`config.mk`:
```
export PLATFORM = sky130hd
export DESIGN_NAME = spi_flash_fetch
export DESIGN_NICKNAME = d
export VERILOG_FILES = /design/src/rtl/spi_flash_fetch.sv
export SDC_FILE = /design/constraint.sdc
export NUM_CORES = 1
export LEC_CHECK = 0
export CORE_MARGIN = 1
export CORE_UTILIZATION = 40
export DETAILED_ROUTE_END_ITERATION = 6
export PLACE_DENSITY = 0.55
export SETUP_SLACK_MARGIN = 0.2
export SYNTH_ARGS = -nofsm -noshare
export SYNTH_HDL_FRONTEND = slang
export SYNTH_SLANG_ARGS = --single-unit
```
`constraint.sdc`:
```
create_clock -name i_clk -period 4.2 [get_ports i_clk]
set_input_delay 0.84 -clock i_clk [delete_from_list [all_inputs] [get_ports i_clk]]
set_output_delay 0.84 -clock i_clk [all_outputs]
set_load 0.01 [all_outputs]
```
`src/rtl/spi_flash_fetch.sv`:
```
// -----------------------------------------------------------------------------
// spi_flash_fetch
// Two-entry instruction buffer in front of a word-oriented SPI flash reader.
// Demand misses are fetched from the reader, optionally followed by a
// prefetch of the next sequential word. Every SPI read is followed by a
// fixed holdoff period before the reader may be started again.
//
// Ports
//   i_clk            single clock, all logic on its rising edge
//   i_rst_n          asynchronous active-low reset
//   i_bus_start      one-cycle request pulse
//   i_bus_addr       24-bit word address, valid with i_bus_start
//   i_flush          invalidate both buffer entries
//   o_bus_q          returned instruction word (held until next o_bus_done)
//   o_bus_done       one-cycle completion pulse
//   o_bus_busy       request pending or demand fetch in service
//   o_spi_address    word address to the flash reader
//   o_spi_start      read request to the flash reader
//   i_spi_instr      word from the flash reader
//   i_spi_init_done  flash reader initialised
//   i_spi_recv_done  flash reader word valid (one-cycle pulse)
// -----------------------------------------------------------------------------
module spi_flash_fetch #(
  parameter int PREFETCH = 1,
  parameter int HOLDOFF  = 4
) (
  input  logic        i_clk,
  input  logic        i_rst_n,
  input  logic        i_bus_start,
  input  logic [23:0] i_bus_addr,
  input  logic        i_flush,
  output logic [31:0] o_bus_q,
  output logic        o_bus_done,
  output logic        o_bus_busy,
  output logic [23:0] o_spi_address,
  output logic        o_spi_start,
  input  logic [31:0] i_spi_instr,
  input  logic        i_spi_init_done,
  input  logic        i_spi_recv_done
);

  typedef enum logic [2:0] {
    ST_INIT  = 3'd0,
    ST_IDLE  = 3'd1,
    ST_FETCH = 3'd2,
    ST_HOLD  = 3'd3,
    ST_PREF  = 3'd4
  } state_t;

  // The counter is loaded with HOLDOFF-1 on the fill edge, so HOLD lasts
  // exactly HOLDOFF cycles before spi_start can rise again.
  localparam logic [7:0] HOLD_LOAD = (HOLDOFF > 1) ? 8'(HOLDOFF - 1) : 8'd0;

  // Tag match for one buffer entry.
  function automatic logic f_hit(input logic valid, input logic [23:0] tag,
                                 input logic [23:0] addr);
    return valid && (tag == addr);
  endfunction

  state_t      r_state, w_state_nx;
  logic        r_pend, w_pend_nx;
  logic [23:0] r_pend_addr, w_pend_addr_nx;
  logic [23:0] r_dem_addr, w_dem_addr_nx;
  logic [7:0]  r_hold_cnt, w_hold_nx;
  logic        r_after_pref, w_after_pref_nx;
  logic        r_mru, w_mru_nx;
  logic [31:0] r_bus_q, w_bus_q_nx;
  logic        r_bus_done, w_bus_done_nx;
  logic        r_bus_busy;
  logic        r_spi_start, w_spi_start_nx;
  logic [23:0] r_spi_addr, w_spi_addr_nx;
  logic [1:0]  r_valid;
  logic [23:0] r_tag [2];
  logic [31:0] r_data [2];
  logic        w_fill;

  logic        w_victim;
  logic        w_req_vld;
  logic [23:0] w_req_addr;
  logic        w_req_hit0, w_req_hit1, w_req_hit;
  logic [23:0] w_nxt_addr;
  logic        w_nxt_hit;

  // In IDLE a request arriving this cycle is serviced directly, so the
  // lookup address bypasses the pending register when it is empty.
  assign w_victim   = ~r_mru;
  assign w_req_vld  = r_pend | i_bus_start;
  assign w_req_addr = r_pend ? r_pend_addr : i_bus_addr;
  assign w_req_hit0 = f_hit(r_valid[0], r_tag[0], w_req_addr);
  assign w_req_hit1 = f_hit(r_valid[1], r_tag[1], w_req_addr);
  assign w_req_hit  = w_req_hit0 | w_req_hit1;
  assign w_nxt_addr = r_dem_addr + 24'd1;
  assign w_nxt_hit  = f_hit(r_valid[0], r_tag[0], w_nxt_addr) |
                      f_hit(r_valid[1], r_tag[1], w_nxt_addr);

  assign o_bus_q       = r_bus_q;
  assign o_bus_done    = r_bus_done;
  assign o_bus_busy    = r_bus_busy;
  assign o_spi_address = r_spi_addr;
  assign o_spi_start   = r_spi_start;

  // Next-state and next-output logic for the fetch FSM.
  always_comb begin
    w_state_nx      = r_state;
    w_pend_nx       = r_pend;
    w_pend_addr_nx  = r_pend_addr;
    w_dem_addr_nx   = r_dem_addr;
    w_hold_nx       = r_hold_cnt;
    w_after_pref_nx = r_after_pref;
    w_mru_nx        = r_mru;
    w_bus_q_nx      = r_bus_q;
    w_bus_done_nx   = 1'b0;
    w_spi_start_nx  = r_spi_start;
    w_spi_addr_nx   = r_spi_addr;
    w_fill          = 1'b0;

    // A new request is only accepted into an empty pending slot.
    if (i_bus_start && !r_pend) begin
      w_pend_nx      = 1'b1;
      w_pend_addr_nx = i_bus_addr;
    end else begin
      w_pend_nx      = r_pend;
    end

    case (r_state)
      ST_INIT: begin
        if (i_spi_init_done) begin
          w_state_nx = ST_IDLE;
        end else begin
          w_state_nx = ST_INIT;
        end
      end
      ST_IDLE: begin
        // Holding off while bus_done is high keeps completions one cycle apart.
        if (w_req_vld && !r_bus_done) begin
          if (w_req_hit) begin
            w_bus_q_nx    = w_req_hit1 ? r_data[1] : r_data[0];
            w_bus_done_nx = 1'b1;
            w_pend_nx     = 1'b0;
            w_mru_nx      = w_req_hit1;
          end else begin
            w_pend_nx      = 1'b1;
            w_pend_addr_nx = w_req_addr;
            w_dem_addr_nx  = w_req_addr;
            w_spi_start_nx = 1'b1;
            w_spi_addr_nx  = w_req_addr;
            w_state_nx     = ST_FETCH;
          end
        end else begin
          w_state_nx = ST_IDLE;
        end
      end
      ST_FETCH: begin
        if (i_spi_recv_done) begin
          w_fill          = 1'b1;
          w_mru_nx        = w_victim;
          w_bus_q_nx      = i_spi_instr;
          w_bus_done_nx   = 1'b1;
          w_pend_nx       = 1'b0;
          w_spi_start_nx  = 1'b0;
          w_hold_nx       = HOLD_LOAD;
          w_after_pref_nx = 1'b0;
          w_state_nx      = ST_HOLD;
        end else begin
          w_state_nx = ST_FETCH;
        end
      end
      ST_HOLD: begin
        if (r_hold_cnt != 8'd0) begin
          w_hold_nx = r_hold_cnt - 8'd1;
        end else if (!r_after_pref && (PREFETCH == 1) && !w_nxt_hit) begin
          w_spi_start_nx = 1'b1;
          w_spi_addr_nx  = w_nxt_addr;
          w_state_nx     = ST_PREF;
        end else begin
          w_state_nx = ST_IDLE;
        end
      end
      ST_PREF: begin
        if (i_spi_recv_done) begin
          w_fill          = 1'b1;
          w_mru_nx        = w_victim;
          w_spi_start_nx  = 1'b0;
          w_hold_nx       = HOLD_LOAD;
          w_after_pref_nx = 1'b1;
          w_state_nx      = ST_HOLD;
        end else begin
          w_state_nx = ST_PREF;
        end
      end
      default: begin
        w_state_nx     = ST_INIT;
        w_spi_start_nx = 1'b0;
      end
    endcase
  end

  // State, control and output registers.
  always_ff @(posedge i_clk or negedge i_rst_n) begin
    if (!i_rst_n) begin
      r_state      <= ST_INIT;
      r_pend       <= 1'b0;
      r_pend_addr  <= 24'd0;
      r_dem_addr   <= 24'd0;
      r_hold_cnt   <= 8'd0;
      r_after_pref <= 1'b0;
      r_mru        <= 1'b0;
      r_bus_q      <= 32'd0;
      r_bus_done   <= 1'b0;
      r_bus_busy   <= 1'b0;
      r_spi_start  <= 1'b0;
      r_spi_addr   <= 24'd0;
    end else begin
      r_state      <= w_state_nx;
      r_pend       <= w_pend_nx;
      r_pend_addr  <= w_pend_addr_nx;
      r_dem_addr   <= w_dem_addr_nx;
      r_hold_cnt   <= w_hold_nx;
      r_after_pref <= w_after_pref_nx;
      r_mru        <= w_mru_nx;
      r_bus_q      <= w_bus_q_nx;
      r_bus_done   <= w_bus_done_nx;
      r_bus_busy   <= w_pend_nx | (w_state_nx == ST_FETCH);
      r_spi_start  <= w_spi_start_nx;
      r_spi_addr   <= w_spi_addr_nx;
    end
  end

  // Buffer storage; flush beats a coincident fill so the entry stays invalid.
  always_ff @(posedge i_clk or negedge i_rst_n) begin
    if (!i_rst_n) begin
      r_valid <= 2'b00;
      for (int i = 0; i < 2; i++) begin
        r_tag[i]  <= 24'd0;
        r_data[i] <= 32'd0;
      end
    end else begin
      if (i_flush) begin
        r_valid <= 2'b00;
      end else if (w_fill) begin
        r_valid[w_victim] <= 1'b1;
      end else begin
        r_valid <= r_valid;
      end
      if (w_fill) begin
        r_tag[w_victim]  <= r_spi_addr;
        r_data[w_victim] <= i_spi_instr;
      end
    end
  end

endmodule

```
# Word-level counts from Yosys, hierarchy flattened
# Cells that the tools add are included.
[op_classes] n_addsub=2 n_mul=0 div_mod_pow=0 order_cmp=4 eq_ne=18 n_shift=0 n_mux=58 bitwise_logic=9 reduce_logical=29
[ops] operator="2-to-1 mux 24 bit" n=10
[ops] operator="2-to-1 mux 32 bit" n=5
[ops] operator="equality test 24 bit" n=4
[ops] operator="bitwise mux 64 bit" n=1
[ops] operator="one-hot mux 32 bit (2 select lines)" n=1
[ops] operator="bitwise mux 48 bit" n=1
[ops] operator="one-hot mux 24 bit (2 select lines)" n=1
[ops] operator="demux 32 bit (select 1 bit)" n=1
[ops] operator="adder 24 x 1 -> 24 bit, second input constant" n=1
[ops] operator="demux 24 bit (select 1 bit)" n=1
[ops] operator="2-to-1 mux 1 bit" n=20
[ops] operator="2-to-1 mux 8 bit" n=2
[ops] operator="inequality test 2 bit, second input constant" n=8
[ops] operator="one-hot mux 8 bit (2 select lines)" n=1
[ops] operator="2-to-1 mux 3 bit" n=5
[ops] operator="one-hot mux 3 bit (5 select lines)" n=1
[ops] operator="nonzero test 2 bit" n=6
[ops] operator="equality test 3 x 2 -> 1 bit, second input constant" n=3
[ops] operator="logical AND 1 bit" n=9
[ops] operator="AND reduction 3 bit" n=3
[ops] operator="one-hot mux 1 bit (2 select lines)" n=4
[ops] operator="AND reduction 4 bit" n=2
[ops] operator="nonzero test 8 bit" n=1
[ops] operator="subtractor 8 x 1 -> 8 bit, second input constant" n=1
[ops] operator="other kinds (19)" n=28
[totals] ff_bits=235 latchBits=0 mem_bits_rw=0 rom_bits=0 inputBits=62 wordCells=137 mem_count=0

# Depth between registers and ports, before layout
# Gate-level depths: netlist of run 1.
[logic_depth] depth_word=11 mapped_depth=14 ltp_nobuf=10

# Worst setup path after synthesis of run 1
# No wires, ideal clock.
[synth_path] path_kind="input-to-reg" from="input i_bus_addr[12]" to="register r_bus_q[13] (netlist: o_bus_q[13])" setup_time_ns=0.125 arrival_ns=2.970 path_slack_ns=1.106 path_stages=9 n_path_buf=1 path_cell_list="mux2i_1 xnor2_1 nor4_1 nand3b_1 nor3_4 o21ai_1 o31ai_4 buf_4 mux2_2"
[synth_via] elab_chain_len=7 word_cells_on_any_way=12 classes_between="eq/ne (3); mux (5); bitwise (1); reduce/logical (3)"
[synth_lines] item="from (decl)" line_no="30" rtl="input logic [23:0] i_bus_addr,"
[synth_lines] item="2-to-1 mux 24 bit *" line_no="88" rtl="assign w_req_addr = r_pend ? r_pend_addr : i_bus_addr;"
[synth_lines] item="equality test 24 bit" line_no="57" rtl="return valid && (tag == addr);"
[synth_lines] item="logical AND 1 bit" line_no="57"
[synth_lines] item="2-to-1 mux 32 bit" line_no="137" rtl="w_bus_q_nx = w_req_hit1 ? r_data[1] : r_data[0];"
[synth_lines] item="2-to-1 mux 32 bit" line_no="136" rtl="if (w_req_hit) begin"
[synth_lines] item="2-to-1 mux 32 bit" line_no="135" rtl="if (w_req_vld && !r_bus_done) begin"
[synth_lines] item="one-hot mux 32 bit (2 select lines)" line_no="125" rtl="case (r_state)"
[synth_lines] item="to (signal assigned)" line_no="221" rtl="r_bus_q <= w_bus_q_nx;"
[synth_lines] item="to (decl)" line_no="67" rtl="logic [31:0] r_bus_q, w_bus_q_nx;"
# Every way passes the cells marked *; elsewhere a longest branch is shown, timed or not. The select of a mux whose other input is x is not followed.
# A chain may end at the register's enable or synchronous reset.

# Final worst setup path of run 1
[layout_path] from="register r_dem_addr[1]" to="register r_spi_addr[10] (netlist: o_spi_address[10])"
[layout_via] elab_chain_len=8 word_cells_on_any_way=13 classes_between="add/sub (1); eq/ne (3); mux (3); bitwise (1); reduce/logical (5)"
[layout_lines] item="from (decl)" line_no="63" rtl="logic [23:0] r_dem_addr, w_dem_addr_nx;"
[layout_lines] item="from (signal assigned)" line_no="217" rtl="r_dem_addr <= w_dem_addr_nx;"
[layout_lines] item="adder 24 x 1 -> 24 bit *" line_no="92" rtl="assign w_nxt_addr = r_dem_addr + 24'd1;"
[layout_lines] item="equality test 24 bit" line_no="57"
[layout_lines] item="logical AND 1 bit" line_no="57"
[layout_lines] item="bitwise OR 1 bit" line_no="93" rtl="assign w_nxt_hit = f_hit(r_valid[0], r_tag[0], w_nxt_addr) |"
[layout_lines] item="zero test 1 bit" line_no="171" rtl="end else if (!r_after_pref && (PREFETCH == 1) && !w_nxt_hit) begin"
[layout_lines] item="logical AND 1 bit" line_no="171"
[layout_lines] item="inequality test 2 bit (no source line)"
[layout_lines] item="AND reduction 5 bit (no source line)"
[layout_lines] item="to (signal assigned)" line_no="225" rtl="r_spi_addr <= w_spi_addr_nx;"
[layout_lines] item="to (decl)" line_no="71" rtl="logic [23:0] r_spi_addr, w_spi_addr_nx;"
# Marked as above.

==> metrics.md, run 1 <==
| Metric | Value |
|---|---|
| Slew @ Worst Pin | 0.735 ns |
| Crit Path Category | reg2reg |
| Post-synthesis compound-gate area fraction | 0.0790 |
| WL met1 | 17400 um |
| CP cell instances | ha_1 -> nand4_2 -> nor4_2 -> nand3_1 -> xnor2_1 -> a2111o_1 -> nor4_2 -> buf_4 -> a21oi_1 -> and3_1 -> buf_4 -> a211oi_1 |
| Pwr Density | between 800 and 900 nW/um^2 |
| Final instance area | between 15000 and 20000 um^2 |
| FP Rows | 64 |
| Final Hold Fails | 0 |
| Worst R2R Path Depth | 12 |
| Crit path depth | 12 |
| Critical Path Fanout Max | 8 |
| Via count | approximately 9300 |
| Largest net degree at the start of global routing | 92 |
| Post-Synth Simple-Gate Area | 0.133 |
| Area contributors post-synth | dfrtp_1 47%, mux2_2 15%, xnor2_1 5.3%, mux2i_1 4.7%, nor2_1 2.2% |
| Worst Setup EP | o_spi_address[10] |
| Commonest non-fill, non-tap cell in the layout | dfrtp_1 |
| Setup TNS | 0 ns |
| Ys Warns | 0 |
| Setup-failing EPs final | 0 |
| Largest family of logic cells by synthesized area | multiplexers |
| Layout fillers | 2813 |
| Cell taking the most area after synthesis | dfrtp_1 |
| P_leak | 6.24 nW |
| R2r startpoint | r_dem_addr[1] |
| Total GRT Usage | 0.220 |
| Slowest CP cell | nor4_2 |
| Most frequent cells in the layout | 235 x dfrtp_1, 164 x mux2_2, 119 x clkdlybuf4s50_1, 76 x xnor2_1, 74 x nor2_1 |
| Multiplexer share of the synthesized area | 0.203 |
| Num ports | 121 |
| FMAX | 0.271 GHz |
| Post-route ant nets | 0 |
| Starting DRT DRC Count | about 720 |
| Clock skew | ~0.026 ns |
| Number of max-cap violations | 0 |
| Flops & latches, synth | between 200 and 250 |
| Post-CTS Resized | 0 |
| Detailed placer's ending HPWL | 25300 um |
| Violated checks | design-rule violations |
| Die area | 32300 um^2 |
| Worst vdd ir | 0.419 mV |
| Ratio of cells with drive above 1 in the final layout | 0.233 |
| Area of the core | 30800 um^2 |
| Vias in the first global route | 9142 |
| Delay-heaviest family, CP | simple AND/OR/NAND/NOR gates |
| DR pass1 iterations | 7 |
| CTS H-tree lvls | 1 |
| CTS tree | yes |
| Clock Latency Late Sink | roughly 0.56 ns |
| Hold buffer count at cts | 0 |
| Routed length on met2 | around 15000 um |
| Met3 routed WL | 1780 um |
| Clk sinks | roughly 240 |
| Clock slew at the register clock pins of the worst setup and hold paths | 0.06 ns |
| Vias per cell | approximately 5.6 |
| Seq/Total Area, Yosys | 0.465 |
| CTS root buffer | clkbuf_16 |
| Status | finished with violations |
| Pwr Total | around 13 mW |
| Cell count after synthesis | roughly 1100 |
| Synthesized area per cell | 11.2 um^2 |
| Placement Cell Area | 14500 um^2 |
| Fin crit share | 0.879 |
| Dpl ws | between 0.4 and 0.5 ns |
| RSZ-0062 raised after global routing | no |
| Setup Fix Bufs, Post-CTS | 0 |
| HP Class | in2async |
| First-pass GRT wire length | 55400 um |
| Final wirelength | between 30000 and 40000 um |
| Clock Path Buffers | 3 |
| Number of buffers created by CTS | 27 |
| Area grow syn2layout | 21.8% |
| Initial core utilization | 0.410 |
| Routability cong. | about 0.96 |
| Reg2reg end | o_spi_address[10] |
| # nets final | 1320 |
| Post-Syn Area | 12600 um^2 |
| Post-synth EDFFs | 0 |
| N_diodes | 0 |
| Top Metal Used | met4 |
| Die Width | 180 um |
| Grt total ovfl | 0 |
| Critical Path Start | r_dem_addr[1] |
| Buf/Inv on CP | 2 |
| WL per Instance | 21.1 um |
| Primary FF master, synth | dfrtp_1 |
| Adder-cell share of the synthesized area | 0.00297 |
| Kind of start point of the critical path | flop |
| Max Slew Vio Count | 0 |
| Worst path required time | 4.66 ns |
| Post-Syn Nets | 1190 |
| Post-synth top area share | 0.465 |
| Setup crit end kind | flop |
| CP arrival | 4.15 ns |
| Max transition margin | 0.510 |
| Port bufs | 120 |
| Flop2flop setup slack | 0.51 ns |
| Async set-reset flop share out of synthesis | 1.00 |
| Initial antenna violation count | 0 |
| Xor-xnor portion of the synthesized cell area | 0.0826 |
| Die height | about 180 um |
| CP max stage delay | 0.47 ns |
| Final WS setup | 0.507 ns |
| Unique masters post-synth | 76 |
| DR DRC count | 5 |
| Period minus WS final | 3.69 ns |
==> power by group <==
| group | switching, mW | internal, mW | leakage [nW] |
|---|---|---|---|
| sequential | 1.08 | 3.41 | 2.77 |
| clock | 0.965 | 1.43 | 0.453 |
| combinational | 3.32 | 3.18 | 3.02 |
==> how the worst min path moves through the flow <==
stage,from,endpoint,slack (ns),depth (start not counted)
global route,i_rst_n,r_tag[30],0.34,1
finish,i_rst_n,r_tag[30],0.28,1
CTS,i_rst_n,r_tag[29],0.33,1
detailed placement,o_bus_q[5],o_bus_q[5],0.47,1
global placement,o_bus_q[6],o_bus_q[6],0.47,1
floorplan,r_hold_cnt[0],r_hold_cnt[0],0.47,1
==> final cells by class <==
cell class	count	area, um^2	share of cell area
inverter	18	67.6	0.00439
clock buffer	34	732	0.0475
sequential	235	5880	0.382
clock inverter	15	174	0.0113
multi-input combinational	797	6350	0.413
tap	396	495	0.0322
timing repair buffer	176	1690	0.110
==> cells in the mapped netlist (all sizes together) (4+ instances only) <==
cell / number
o2111ai: 4
xor2: 17
mux2i: 60
nand4: 19
xnor2: 76
o21ai: 48
o31ai: 8
mux2: 174
nand2: 59
nor2b: 4
clkbuf: 43
inv: 18
dfrtp: 235
nand2b: 6
and4: 7
a2111oi: 4
buf: 32
a211oi: 18
nor4: 35
and3: 9
nand3: 19
a21oi: 25
a211o: 6
nor2: 77
nor3: 38
xnor3: 7
and2: 21
==> flip-flops by register name, indices dropped and copies added, names as in the netlist <==
name           cells
o_bus_busy         1
o_bus_done         1
r_dem_addr        24
r_after_pref       1
r_mru              1
o_spi_start        1
r_hold_cnt         8
r_pend             1
r_state            3
r_tag             48
r_data            64
o_bus_q           32
r_pend_addr       24
r_valid            2
o_spi_address     24
==> per-stage QoR <==
stage / util / hold slack [ns] / cells
after global placement: 0.470 / 0.469 / 1622
after CTS: 0.499 / 0.326 / 1671
after detailed placement: 0.470 / 0.474 / 1622
after floorplan: - / 0.469 / 1125
final: 0.499 / 0.278 / 1671
after global routing: 0.499 / 0.338 / 1671
==> routing by layer <==
layer  vias to the layer above  track usage
li1                       4328            -
met1                      4699        0.334
met2                       248        0.335
met3                        44       0.0261
met4                         0       0.0469
met5                         -            0
==> kinds of logic (layout without fill, tap and decap cells) <==
family	after synthesis	after routing
compound gates	147	147
buf+inv	93	243
flops	235	235
simple gates	310	310
xor+xnor	103	103
fa+ha+maj	3	3
mux	234	234
Note: power is estimated with default switching activity, not from simulation.
==> run 2, diff against run 1 <==
clock period = 3.4 ns   (was 4.2 ns; I/O delays follow)
==> metrics.md, run 2 (synthesis gave the netlist of run 1 again) <==
| Metric | Value |
|---|---|
| Status | finished with violations (unchanged) |
| Violated checks | design-rule violations (unchanged) |
| Commonest non-fill, non-tap cell in the layout | dfrtp_1 (unchanged) |
| CTS tree | yes (unchanged) |
| CP max stage delay | 0.46 ns (was 0.47 ns) |
| Die area | 32300 um^2 (unchanged) |
| Pwr Density | 1070 nW/um^2 (was 869 nW/um^2) |
| HP Class | in2async (unchanged) |
| CP arrival | 3.70 ns (was 4.15 ns) |
| Hold buffer count at cts | 0 (unchanged) |
| Worst vdd ir | 0.458 mV (was 0.419 mV) |
| Top Metal Used | met4 (unchanged) |
| Starting DRT DRC Count | 725 (was 716) |
| Routed length on met2 | 16300 um (was 15500 um) |
| Vias in the first global route | 9799 (was 9142) |
| Slowest CP cell | nor4b_4 (was nor4_2) |
| # nets final | 1409 (was 1320) |
| Clock skew | 0.0172 ns (was 0.0260 ns) |
| Crit Path Category | reg2reg (unchanged) |
| RSZ-0062 raised after global routing | yes (was no) |
| Initial antenna violation count | 1 (was 0) |
| P_leak | 6.77 nW (was 6.24 nW) |
| Max Slew Vio Count | 0 (unchanged) |
| Post-route ant nets | 0 (unchanged) |
| Clock Path Buffers | 3 (unchanged) |
| Detailed placer's ending HPWL | 26600 um (was 25300 um) |
| Final instance area | 16800 um^2 (was 15400 um^2) |
| Most flops, register | r_data (unchanged) |
| Layout Cells excl Fill | 1759 (was 1671) |
| Clock Latency Late Sink | 0.54 ns (was 0.56 ns) |
| Largest net degree at the start of global routing | 90 (was 92) |
| FMAX | 0.304 GHz (was 0.271 GHz) |
| Period minus WS final | 3.29 ns (was 3.69 ns) |
| Setup TNS | 0 ns (unchanged) |
| Most frequent cells in the layout | 231 x dfrtp_1, 158 x mux2_2, 119 x clkdlybuf4s50_1, 119 x buf_4, 74 x nor2_1 (was 235 x dfrtp_1, 164 x mux2_2, 119 x clkdlybuf4s50_1, 76 x xnor2_1, 74 x nor2_1) |
| Total GRT Usage | 0.231 (was 0.220) |
| Layout fillers | 2675 (was 2813) |
| Die Width | 180 um (unchanged) |
| Max transition margin | 0.588 (was 0.510) |
| Num ports | 121 (unchanged) |
| Final WS setup | 0.113 ns (was 0.507 ns) |
| Hold_ws | 0.0731 ns (was 0.278 ns) |
| First-pass GRT wire length | 58000 um (was 55400 um) |
| Number of max-cap violations | 0 (unchanged) |
| Ratio of cells with drive above 1 in the final layout | 0.335 (was 0.233) |
| Clk sinks | 235 (unchanged) |
| Worst path required time | 3.81 ns (was 4.66 ns) |
| CP cell instances | and4_1 -> nand4_1 -> nor4_4 -> buf_4 -> xor3_1 -> a2111oi_2 -> nor4b_4 -> a211oi_4 -> nor2_2 -> buf_6 -> mux2_4 (was ha_1 -> nand4_2 -> nor4_2 -> nand3_1 -> xnor2_1 -> a2111o_1 -> nor4_2 -> buf_4 -> a21oi_1 -> and3_1 -> buf_4 -> a211oi_1) |
| CTS H-tree lvls | 1 (unchanged) |
| Critical Path Fanout Max | 6 (was 8) |
| Clock slew at the register clock pins of the worst setup and hold paths | 0.06 ns (about the same) |
| Initial core utilization | 0.410 (unchanged) |
| Setup-failing EPs final | 0 (unchanged) |
| Kind of start point of the critical path | flop (unchanged) |
| Vias per cell | 5.53 (was 5.58) |
| Die height | 180 um (unchanged) |
| DR pass1 iterations | 7 (unchanged) |
| Inst Count DP | 1691 (was 1622) |
| Final wirelength | 37200 um (was 35200 um) |
| WL met1 | 17600 um (was 17400 um) |
| Met3 routed WL | 1940 um (was 1780 um) |
| FP Rows | 64 (unchanged) |
| Port bufs | 120 (unchanged) |
| WL per Instance | 21.2 um (was 21.1 um) |
| Placement Cell Area | 15100 um^2 (was 14500 um^2) |
| CTS root buffer | clkbuf_16 (unchanged) |
| Number of buffers created by CTS | 26 (was 27) |
| Routability cong. | 0.950 (was 0.956) |
| Grt total ovfl | 0 (unchanged) |
| Setup crit end kind | flop (unchanged) |
| Max reg flops | 64 (unchanged) |
| Area grow syn2layout | 32.7% (was 21.8%) |
| Via count | 9722 (was 9319) |
| Final Hold Fails | 0 (unchanged) |
| Slew @ Worst Pin | 0.613 ns (was 0.735 ns) |
| Dpl ws | -0.260 ns (was 0.403 ns) |
| Fin crit share | 0.967 (was 0.879) |
| Area of the core | 30800 um^2 (unchanged) |
| DR DRC count | 5 (unchanged) |
[run 2: path summary, 6_finish.rpt]
kind	startpoint	endpoint	slack (ns)	cells after the start
worst max-delay path	r_dem_addr[19]	o_spi_address[23]	0.11	11
worst min-delay path	i_rst_n	r_pend_addr[9]	0.07	1
worst max register to register	r_dem_addr[19]	o_spi_address[23]	0.11	11
worst min register to register	o_bus_q[11]	o_bus_q[11]	0.48	1
max in group asynchronous	i_rst_n	r_dem_addr[13]	2.46	2
min in group i_clk	o_bus_q[11]	o_bus_q[11]	0.48	1
[run 2: power breakdown]
group / internal [mW] / switching [mW]
logic: 5.00 / 4.73
registers: 4.22 / 1.34
clock network: 1.60 / 1.12
total: 10.8 / 7.18
[run 2: layout make-up]
class / count / area, um^2 / area share
clock inverter: 9 / 70.1 / 0.00418
clock buffer: 37 / 753 / 0.0449
tap: 396 / 495 / 0.0296
inverter: 18 / 67.6 / 0.00403
sequential: 235 / 5890 / 0.351
multi-input combinational: 797 / 6930 / 0.413
antenna: 1 / 2.50 / 0.000149
timing repair buffer: 266 / 2560 / 0.153
[run 2: metrics by stage]
step	power [mW]	util
after detailed placement	14.2	0.489
after floorplan	10.5	-
final	18.0	0.544
after global placement	14.1	0.489
after global routing	19.1	0.544
after CTS	17.4	0.528
[run 2: routing by layer]
metal / vias to the layer above / GRT usage
li1: 4501 / -
met1: 4887 / 0.335
met2: 255 / 0.346
met3: 79 / 0.0361
met4: 0 / 0.0841
met5: - / 0
[run 2: what timing repair did]
| action | 4_1_cts | 5_1_grt |
|---|---|---|
| hold endpoints to repair | 0 | 0 |
| resized for setup | 52 | 70 |
| buffers inserted | 10 | 8 |
| pin swaps | 17 | 21 |
| setup endpoints to repair | 60 | 60 |
| cloned | 1 | 2 |
[run 2: critical path: cells and delay by family, from the launching register on]
kind | cells | cell delay [ns]
muxes | 1 | 0.30
and+or+nand+nor | 5 | 1.49
buffers and inverters | 2 | 0.33
AOI/OAI and AO/OA | 2 | 0.42
xor gates and xnor gates | 1 | 0.27
DFF | 1 | 0.35
